File: src/rtl/ipu_arb_merge_slicer.sv
// ============================================================================
// ipu_arb_merge_slicer
// ----------------------------------------------------------------------------
// Purpose:
//   Merges NUM_IN flit sources onto a single path. The source is chosen either
//   by an internal round-robin arbiter (EXT_SEL=0) or by tokens arriving on an
//   external select channel (EXT_SEL=1). Each issued flit is split into an
//   address field (flit MSBs) and a data field (flit LSBs). The two fields
//   leave on two independently handshaked output channels. A new flit is only
//   issued when both output slots can take it, so a flit is never split across
//   cycles.
//
// Handshake rule (all channels):
//   A transfer happens on a rising clk edge where valid and ready are both 1.
//   A producer holds valid and its payload stable until the transfer. in_ready
//   and ctl_ready are combinational from the valids and internal state. Neither
//   waits for a valid that is raised only in response to it.
//
// Ports:
//   clk        in   rising-edge clock
//   rst_n      in   asynchronous active-low reset
//   in_valid   in   [NUM_IN]       per-source flit valid
//   in_data    in   [NUM_IN*W]     flat flits, source i at [i*W +: W]
//   in_ready   out  [NUM_IN]       per-source accept, one-hot or zero
//   ctl_valid  in                  select token valid (EXT_SEL=1 only)
//   ctl_sel    in   [SEL_W]        source index to take next
//   ctl_ready  out                 select token consumed
//   addr_valid out                 address field valid
//   addr_out   out  [ADDR_W]       flit[W-1:DATA_W]
//   addr_ready in                  address consumer accept
//   data_valid out                 data field valid
//   data_out   out  [DATA_W]       flit[DATA_W-1:0]
//   data_ready in                  data consumer accept
//   err_sel    out                 one-cycle pulse: out-of-range token consumed
//   flit_cnt   out  [CNT_W]        issued flit count (wraps)
//   dbg_state  out                 select FSM state (0 = IDLE, 1 = WAIT)
// ============================================================================
module ipu_arb_merge_slicer #(
    parameter int NUM_IN  = 3,
    parameter int ADDR_W  = 7,
    parameter int DATA_W  = 4,
    parameter int SEL_W   = 2,
    parameter int EXT_SEL = 0,
    parameter int CNT_W   = 16
) (
    input  logic                                 clk,
    input  logic                                 rst_n,
    input  logic [NUM_IN-1:0]                    in_valid,
    input  logic [NUM_IN*(ADDR_W+DATA_W)-1:0]    in_data,
    output logic [NUM_IN-1:0]                    in_ready,
    input  logic                                 ctl_valid,
    input  logic [SEL_W-1:0]                     ctl_sel,
    output logic                                 ctl_ready,
    output logic                                 addr_valid,
    output logic [ADDR_W-1:0]                    addr_out,
    input  logic                                 addr_ready,
    output logic                                 data_valid,
    output logic [DATA_W-1:0]                    data_out,
    input  logic                                 data_ready,
    output logic                                 err_sel,
    output logic [CNT_W-1:0]                     flit_cnt,
    output logic                                 dbg_state
);

    localparam int W     = ADDR_W + DATA_W;
    localparam int PTR_W = (NUM_IN > 1) ? $clog2(NUM_IN) : 1;

    localparam logic [SEL_W:0]   LP_NUM_SEL = (SEL_W + 1)'(NUM_IN);
    localparam logic [PTR_W:0]   LP_NUM_PTR = (PTR_W + 1)'(NUM_IN);
    localparam logic [PTR_W-1:0] LP_LAST    = PTR_W'(NUM_IN - 1);

    typedef enum logic {
        ST_IDLE = 1'b0,
        ST_WAIT = 1'b1
    } state_t;

    // ------------------------------------------------------------------
    // State
    // ------------------------------------------------------------------
    state_t             r_state;
    state_t             w_state_nxt;
    logic [SEL_W-1:0]   r_sel;
    logic [PTR_W-1:0]   r_ptr;
    logic               r_addr_valid;
    logic               r_data_valid;
    logic [ADDR_W-1:0]  r_addr;
    logic [DATA_W-1:0]  r_data;
    logic               r_err_sel;
    logic [CNT_W-1:0]   r_cnt;

    // ------------------------------------------------------------------
    // Combinational nets
    // ------------------------------------------------------------------
    logic               w_slot_free_a;
    logic               w_slot_free_d;
    logic               w_issue_ok;
    logic               w_issue;
    logic               w_gnt_vld;
    logic [PTR_W-1:0]   w_gnt_idx;
    logic [2*NUM_IN-1:0] w_req_rot;
    logic [PTR_W:0]     w_rr_off;
    logic [PTR_W:0]     w_rr_sum;
    logic               w_rr_found;
    logic [W-1:0]       w_flit;
    logic               w_sel_in_range;
    logic               w_sel_load;
    logic               w_err_nxt;
    logic               w_ctl_ready;

    // A slot can take a new field if it is empty or is being drained this edge.
    // Issuing needs both slots (join), which keeps the two fields of one flit
    // together.
    assign w_slot_free_a = ~r_addr_valid | addr_ready;
    assign w_slot_free_d = ~r_data_valid | data_ready;
    assign w_issue_ok    = w_slot_free_a & w_slot_free_d;
    assign w_issue       = w_gnt_vld & w_issue_ok;

    assign w_sel_in_range = ({1'b0, ctl_sel} < LP_NUM_SEL);

    // ------------------------------------------------------------------
    // Grant selection
    // ------------------------------------------------------------------
    always_comb begin
        w_gnt_vld  = 1'b0;
        w_gnt_idx  = '0;
        w_req_rot  = '0;
        w_rr_off   = '0;
        w_rr_sum   = '0;
        w_rr_found = 1'b0;

        if (EXT_SEL != 0) begin
            // Only the latched source may be granted; the others stall.
            if (r_state == ST_WAIT) begin
                for (int i = 0; i < NUM_IN; i++) begin
                    if ((r_sel == SEL_W'(i)) && in_valid[i]) begin
                        w_gnt_vld = 1'b1;
                        w_gnt_idx = PTR_W'(i);
                    end
                end
            end
        end else begin
            // Rotate the request vector so that bit 0 is the source at r_ptr,
            // take the first set bit, then rotate the offset back.
            w_req_rot = {in_valid, in_valid} >> r_ptr;
            for (int j = 0; j < NUM_IN; j++) begin
                if (!w_rr_found && w_req_rot[j]) begin
                    w_rr_found = 1'b1;
                    w_rr_off   = (PTR_W + 1)'(j);
                end
            end
            w_rr_sum = {1'b0, r_ptr} + w_rr_off;
            if (w_rr_sum >= LP_NUM_PTR) begin
                w_rr_sum = w_rr_sum - LP_NUM_PTR;
            end
            w_gnt_vld = w_rr_found;
            w_gnt_idx = w_rr_sum[PTR_W-1:0];
        end
    end

    // Flit mux for the granted source.
    always_comb begin
        w_flit = '0;
        for (int i = 0; i < NUM_IN; i++) begin
            if (w_gnt_idx == PTR_W'(i)) begin
                w_flit = in_data[i*W +: W];
            end
        end
    end

    // in_ready is held low during reset so no source sees a phantom accept.
    always_comb begin
        in_ready = '0;
        for (int i = 0; i < NUM_IN; i++) begin
            in_ready[i] = rst_n & w_issue & (w_gnt_idx == PTR_W'(i));
        end
    end

    // ------------------------------------------------------------------
    // Select FSM (only active when EXT_SEL=1; parks in IDLE otherwise)
    // ------------------------------------------------------------------
    always_comb begin
        w_state_nxt = r_state;
        w_ctl_ready = 1'b0;
        w_sel_load  = 1'b0;
        w_err_nxt   = 1'b0;

        if (EXT_SEL != 0) begin
            case (r_state)
                ST_IDLE: begin
                    // IDLE always takes a token; an out-of-range one is
                    // dropped and reported instead of stalling the channel.
                    w_ctl_ready = 1'b1;
                    if (ctl_valid) begin
                        if (w_sel_in_range) begin
                            w_sel_load  = 1'b1;
                            w_state_nxt = ST_WAIT;
                        end else begin
                            w_err_nxt = 1'b1;
                        end
                    end
                end
                ST_WAIT: begin
                    if (w_issue) begin
                        w_state_nxt = ST_IDLE;
                    end
                end
                default: begin
                    w_state_nxt = ST_IDLE;
                end
            endcase
        end
    end

    assign ctl_ready = rst_n & w_ctl_ready;

    always_ff @(posedge clk or negedge rst_n) begin
        if (!rst_n) begin
            r_state   <= ST_IDLE;
            r_sel     <= '0;
            r_err_sel <= 1'b0;
        end else begin
            r_state   <= w_state_nxt;
            r_err_sel <= w_err_nxt;
            if (w_sel_load) begin
                r_sel <= ctl_sel;
            end
        end
    end

    // ------------------------------------------------------------------
    // Round-robin pointer
    // ------------------------------------------------------------------
    always_ff @(posedge clk or negedge rst_n) begin
        if (!rst_n) begin
            r_ptr <= '0;
        end else if ((EXT_SEL == 0) && w_issue) begin
            r_ptr <= (w_gnt_idx == LP_LAST) ? '0 : (w_gnt_idx + 1'b1);
        end
    end

    // ------------------------------------------------------------------
    // Output slots and flit counter
    // ------------------------------------------------------------------
    always_ff @(posedge clk or negedge rst_n) begin
        if (!rst_n) begin
            r_addr_valid <= 1'b0;
            r_data_valid <= 1'b0;
            r_addr       <= '0;
            r_data       <= '0;
            r_cnt        <= '0;
        end else if (w_issue) begin
            r_addr_valid <= 1'b1;
            r_data_valid <= 1'b1;
            r_addr       <= w_flit[W-1:DATA_W];
            r_data       <= w_flit[DATA_W-1:0];
            r_cnt        <= r_cnt + 1'b1;
        end else begin
            // Without a new issue each field drains on its own handshake;
            // the sibling keeps its value until it is taken too.
            if (r_addr_valid && addr_ready) begin
                r_addr_valid <= 1'b0;
            end
            if (r_data_valid && data_ready) begin
                r_data_valid <= 1'b0;
            end
        end
    end

    assign addr_valid = r_addr_valid;
    assign addr_out   = r_addr;
    assign data_valid = r_data_valid;
    assign data_out   = r_data;
    assign err_sel    = r_err_sel;
    assign flit_cnt   = r_cnt;
    assign dbg_state  = (r_state == ST_WAIT);

endmodule

File: config.mk
export PLATFORM = sky130hd
export DESIGN_NAME = ipu_arb_merge_slicer
export DESIGN_NICKNAME = d
export VERILOG_FILES = /design/src/rtl/ipu_arb_merge_slicer.sv
export SDC_FILE = /design/constraint.sdc
export NUM_CORES = 1
export LEC_CHECK = 0
export ABC_CLOCK_PERIOD_IN_PS = 3700
export BUFFER_PORTS_ARGS = -buffer_cell sky130_fd_sc_hd__buf_2
export CORE_MARGIN = 5
export CORE_UTILIZATION = 30
export CTS_BUF_LIST = sky130_fd_sc_hd__clkbuf_8
export DETAILED_ROUTE_END_ITERATION = 16
export GPL_ROUTABILITY_DRIVEN = 0
export GPL_TIMING_DRIVEN = 1
export PLACE_DENSITY_LB_ADDON = 0.08
export SLEW_MARGIN = 25
export SYNTH_ARGS = -nofsm -noshare
export SYNTH_HDL_FRONTEND = slang
export SYNTH_SLANG_ARGS = --single-unit
File: constraint.sdc
create_clock -name clk -period 3.7 [get_ports clk]
set_input_delay 0.74 -clock clk [delete_from_list [all_inputs] [get_ports clk]]
set_output_delay 0.74 -clock clk [all_outputs]
set_load 0.1 [all_outputs]
==> impl_metrics.toml, run 1 <==
[timing]
setup_viol = 3
fmax_mhz = 269.6
timing.final.crit_share = 1.003
fin_skew_ns = 0.003386
tightest_slew_ns = 0.9460
final_hold_viol_count = 0
grt_setup_unrepaired = "true"
drv_slew = 0
maxSlewHeadroom = 0.3641
period_minus_slack_ns = 3.709
setup_ws_ns = -0.009304

[critical_path]
reg2reg_depth = 15
cp-end-kind = "primary output"
cp.arrival_ns = 2.97
crit_family = "adder cells"
path_max_fanout = 4
required_ns = 2.96
critPathSlowestCell = "fa_2"
cp-start-kind = "input pin"
path_class = "in2out"
cpMostUsedCell = "inv_2"
reg2reg_to = "addr_out[2]"
crit_path_max_incr_delay_ns = 0.54
regToRegStartpoint = "r_ptr[1]"
ff2ff_setup_slack_ns = 0.56
critPathBufInv = 4
cp_cell_sequence = "buf_8 > nor4bb_1 > a221o_1 > ha_2 > inv_2 > fa_2 > inv_2 > ha_4 > nand3b_4 > mux2_4 > nor2_4 > buf_12"

[grt]
first_global_vias = 1625
grt-ovfl-total = 0
grt_pass1_wl_mm = 7.776
antenna_found_initial = 0
grt_use_total = 0.1295
grt_max_degree = 31

[place]
dp_cells = 323
dp_slack_ns = -0.08941
portBuffers = 71
postPlaceCellArea_mm2 = 0.002397
dp_hpwl_mm = 3.494

[logic_synthesis]
synth_seq_cells = 31
yosys_warnings = 0
syn-cell-area_mm2 = 0.001823
syn_inst = 174
synth_ff_type = "dfrtp_1"
async_flop_share = 1.000
ys_types = 39
yosysSeqAreaShare = 0.4255
synth_edf_count = 0
syn-mean-instance-area_um2 = 10.48

[floorplan]
core_mm2 = 0.005921
pin_count = 78
die_area_mm2 = 0.007735
start_util = 0.3079
rows = 28
fp.dieW_um = 87.95
die_y_um = 87.95

[finish]
drive_above_1_share = 0.4806
num_antenna_cells = 0
finalNetCount = 304
syn_to_final_growth_pct = 40.63
fin_cells = 333
final_area_mm2 = 0.002564
fin_util = 0.4330

[clock_network]
clock-root-buffer = "clkbuf_8"
cts_tree = "yes"
holdBufCountCts = 0
clkTransAtPathRegs_ns = 0.06
ctsHtreeMaxLevel = 2
cts_buffer_depth = 2
worstSkewPairLatency_ns = 0.28
cts_sinks = 31
numCtsBuffers = 5

[run_status]
status = "complete, but fails checks"
violations = "setup timing"

[flow_run]
drv_cap = 0

[routing]
drt_iter0_drc = 28
via_count = 1558
ant_nets = 0
firstDrtPassIters = 4
drcViolationCount = 0
routed_wl_mm = 4.679
vias_per_cell = 4.679
post_drt_wl_per_cell_um = 14.05

[min_path]
worstHoldPathType = "in2async"
[worst max-delay path by stage]
stage | from | to | slack (ns) | cells after the start
after detailed placement | in_valid[2] | in_ready[2] | -0.09 | 12
final | in_valid[1] | in_ready[0] | -0.009 | 12
after global routing | in_valid[1] | in_ready[2] | -0.13 | 12
after global placement | in_valid[2] | in_ready[2] | -0.10 | 12
after floorplan | in_valid[2] | in_ready[0] | -0.13 | 10
after CTS | in_valid[1] | in_ready[2] | -0.02 | 12
[layer usage]
metal	up-vias	wire length (um)	GRT usage
li1	777	-	-
met1	733	2251	0.1744
met2	43	2121	0.2041
met3	5	254	0.03481
met4	0	51	0.03766
met5	-	0	0
[synthesized netlist by cell type (2+ instances only)]
cell,count,share of area
inv_1,4,0.0082
nor3_1,4,0.011
nor2b_1,3,0.010
nand2b_1,3,0.010
mux2i_1,11,0.060
xnor2_1,15,0.072
o211ai_1,2,0.0082
buf_4,7,0.029
nand2_1,20,0.041
nor2_1,4,0.0082
dfrtp_1,31,0.43
o211ai_2,9,0.062
ha_1,3,0.021
buf_2,2,0.0055
and3_1,3,0.010
o21ai_0,2,0.0055
buf_6,2,0.012
nand3_1,21,0.058
nor4bb_1,2,0.011
nand4_1,6,0.021
a31oi_1,2,0.0069
[cells in the final DEF (no fill, tap or decap), drive strengths merged, types with 4 or more instances in the layout]
master   n
buf     86
dfrtp   31
nand3   21
nand2   20
xnor2   16
mux2i   12
o211ai  11
nand4    6
clkbuf   6
nor3     5
inv      4
nor2     4
[worst reg2reg max path: stages (launching register included)]
cell and delay, ns:
dfrtp_1 0.43, inv_2 0.13, nor3_4 0.05, a221o_1 0.35
ha_2 0.18, inv_2 0.05, fa_2 0.44, inv_2 0.08
ha_4 0.13, and2b_4 0.19, buf_4 0.13, buf_4 0.13
mux2i_4 0.20, buf_12 0.18, mux2i_1 0.27, o211ai_2 0.10
[flip-flops by register name (all words and copies together) (netlist names)]
register / flops
data_valid: 1
addr_out: 7
data_out: 4
addr_valid: 1
r_ptr: 2
flit_cnt: 16
[cell type report]
cell class | instances | area [um^2]
multi-input combinational | 129 | 1022
sequential | 31 | 777.0
fill | 581 | 3357
timing repair buffer | 86 | 538.0
clock buffer | 6 | 82.58
clock inverter | 2 | 35.03
inverter | 4 | 15.01
tap | 75 | 93.84
[timing repair]
item / in CTS / in global routing
setup buffers: 2 / 0
pin swaps: 5 / 6
endpoints found under the setup margin: 3 / 3
gates cloned: 0 / 0
resized for setup: 5 / 5
hold endpoints to repair: 0 / 0
[cell families (layout without fill, tap and decap cells)]
| family | Yosys count | in the layout | share of synthesized area |
|---|---|---|---|
| buffers and inverters | 16 | 98 | 0.05696 |
| other | 1 | 3 | 0.002057 |
| and+or+nand+nor | 74 | 74 | 0.2251 |
| muxes | 13 | 13 | 0.07893 |
| AOI/OAI and AO/OA | 19 | 19 | 0.09883 |
| adders and majority gates | 4 | 4 | 0.03157 |
| xor gates and xnor gates | 16 | 16 | 0.08099 |
| DFF | 31 | 31 | 0.4255 |
[through the flow]
| stage | setup TNS (ns) | hold WS [ns] |
|---|---|---|
| finish | -0.01860 | 0.2610 |
| global route | -0.3512 | 0.2441 |
| CTS | -0.02268 | 0.2525 |
| detailed placement | -0.2404 | 0.4629 |
| global placement | -0.2817 | 0.4635 |
| floorplan | -0.1642 | 0.4444 |
Power of run 1 is not shown: default switching activity piles up to over one toggle a cycle in this logic, so the estimate is an artifact.
==> run 2, diff against run 1 <==
REMOVE_ABC_BUFFERS = 1   (was unset)
==> run 2 against run 1 <==
Net effect:
- the flow still finishes with violations (setup timing)
- routed wire length shrank 0.24%
- die area unchanged
- sequential share of layout area is 0.32 points lower
- maximum frequency shrank 0.71%
- register-to-register slack better by 0.13 ns
- critical path type unchanged
- critical endpoint is now in_ready[2]
- largest cell class unchanged
==> impl_metrics.toml, run 2 (synthesis gave the netlist of run 1 again) <==
[run_status]
status = "complete, but fails checks"
violations = "setup timing"

[flow_run]
drv_cap = 0

[finish]
finalNetCount = 307
syn_to_final_growth_pct = 42.35
layout_common_cells = "buf_2, dfrtp_1, nand3_1"
drive_above_1_share = 0.5000
num_antenna_cells = 0
fin_cells = 335
layout_commonest_cell = "buf_2"
largest_reg_flops = 16
fill_cells = 585

[critical_path]
path_class = "in2out"
cp_cell_sequence = "buf_8 > nor4bb_4 > a221o_1 > ha_2 > inv_2 > fa_1 > inv_2 > ha_4 > and2b_4 > o211a_1 > and3_4 > buf_12"
reg2reg_to = "addr_out[6]"
ff2ff_setup_slack_ns = 0.69
regToRegStartpoint = "r_ptr[1]"
path_max_fanout = 4
cp.arrival_ns = 3.00
crit_path_max_incr_delay_ns = 0.51
cp-end-kind = "primary output"
cp-start-kind = "input pin"
required_ns = 2.96
reg2reg_depth = 14
cpMostUsedCell = "inv_2"
critPathSlowestCell = "fa_1"

[floorplan]
die_y_um = 87.95
start_util = 0.3079
core_mm2 = 0.005921
rows = 28
fp.dieW_um = 87.95
die_area_mm2 = 0.007735
pin_count = 78

[grt]
grt_pass1_wl_mm = 7.521
grt-ovfl-total = 0
first_global_vias = 1555
antenna_found_initial = 0
grt_use_total = 0.1258
grt_max_degree = 32

[clock_network]
cts_buffer_depth = 2
worstSkewPairLatency_ns = 0.27
cts_sinks = 31
ctsHtreeMaxLevel = 2
numCtsBuffers = 5
cts_tree = "yes"
clkTransAtPathRegs_ns = 0.06
clock-root-buffer = "clkbuf_8"

[timing]
timing.final.crit_share = 1.010
whs_ns = 0.4723
fmax_mhz = 267.7
setup_ws_ns = -0.03574
drv_slew = 0
final_hold_viol_count = 0
period_minus_slack_ns = 3.736
setup_viol = 1
maxSlewHeadroom = 0.4086
fin_skew_ns = 0.002640
grt_setup_unrepaired = "true"
tightest_slew_ns = 0.8798

[min_path]
hp-start = "flit_cnt[15]"
min_path_cells = 1
whs_endpoint = "flit_cnt[15]"
worstHoldPathType = "reg2reg"

[routing]
drcViolationCount = 0
routed_wl_mm = 4.668
vias_per_cell = 4.588
firstDrtPassIters = 4
via_count = 1537
post_drt_wl_per_cell_um = 13.93
ant_nets = 0
drt_iter0_drc = 36

[place]
portBuffers = 71
dp_cells = 325
dp_hpwl_mm = 3.401
[run 2: changes by cell type in the layout (fill, tap and decap cells not counted), sizes merged]
cell    change
buf         +3
bufinv      -1
[run 2: critical path, delay by kind of cell]
kind / cells / cell delay, ns
and+or+nand+nor: 3 / 0.71
buffers and inverters: 4 / 0.36
AOI/OAI and AO/OA: 2 / 0.34
adders and majority gates: 3 / 0.84
[run 2: how the worst max path moves through the flow]
stage | start | end | slack (ns) | depth (start not counted)
4_1_cts | in_valid[1] | in_ready[0] | -0.05 | 12
2_1_floorplan | in_valid[1] | in_ready[0] | -0.89 | 10
5_1_grt | in_valid[1] | in_ready[2] | -0.11 | 12
3_5_place_dp | in_valid[1] | in_ready[0] | -0.11 | 12
3_3_place_gp | in_valid[2] | in_ready[0] | -0.14 | 12
6_report | in_valid[1] | in_ready[2] | -0.04 | 12
[run 2: stage by stage]
stage / setup TNS [ns] / cell area [um^2] / worst slack (ns) / utilization
after floorplan: -2.196 / 1742 / -0.8927 / -
after CTS: -0.1325 / 2524 / -0.05094 / 0.4262
after global placement: -0.2975 / 2366 / -0.1376 / 0.3996
final: -0.03574 / 2595 / -0.03574 / 0.4383
after global routing: -0.2389 / 2595 / -0.1117 / 0.4383
after detailed placement: -0.2482 / 2366 / -0.1095 / 0.3996
[run 2: area by class of cell]
class / instances / area, um^2 / area share
Clock buffer: 6 / 82.58 / 0.03182
Clock inverter: 1 / 5.005 / 0.001929
Inverter: 4 / 15.01 / 0.005786
Multi-Input combinational cell: 129 / 1050 / 0.4045
Sequential cell: 31 / 778.2 / 0.2999
Tap cell: 75 / 93.84 / 0.03616
Timing Repair Buffer: 89 / 570.5 / 0.2199
[run 2: metal layers]
metal  track usage  up-vias  routed length, um
li1              -      784                  -
met1        0.1716      707               2133
met2        0.1979       41               2239
met3       0.03293        5                246
met4       0.03347        0                 48
met5             0        -                  0
[run 2: timing repair]
action | CTS | global route
resized for setup | 13 | 17
setup endpoints to repair | 3 | 3
hold buffers | 0 | 0
setup buffers | 2 | 1
endpoints found under the hold margin | 0 | 0
pin swaps | 6 | 9
Power of run 2 is left out for the same reason.
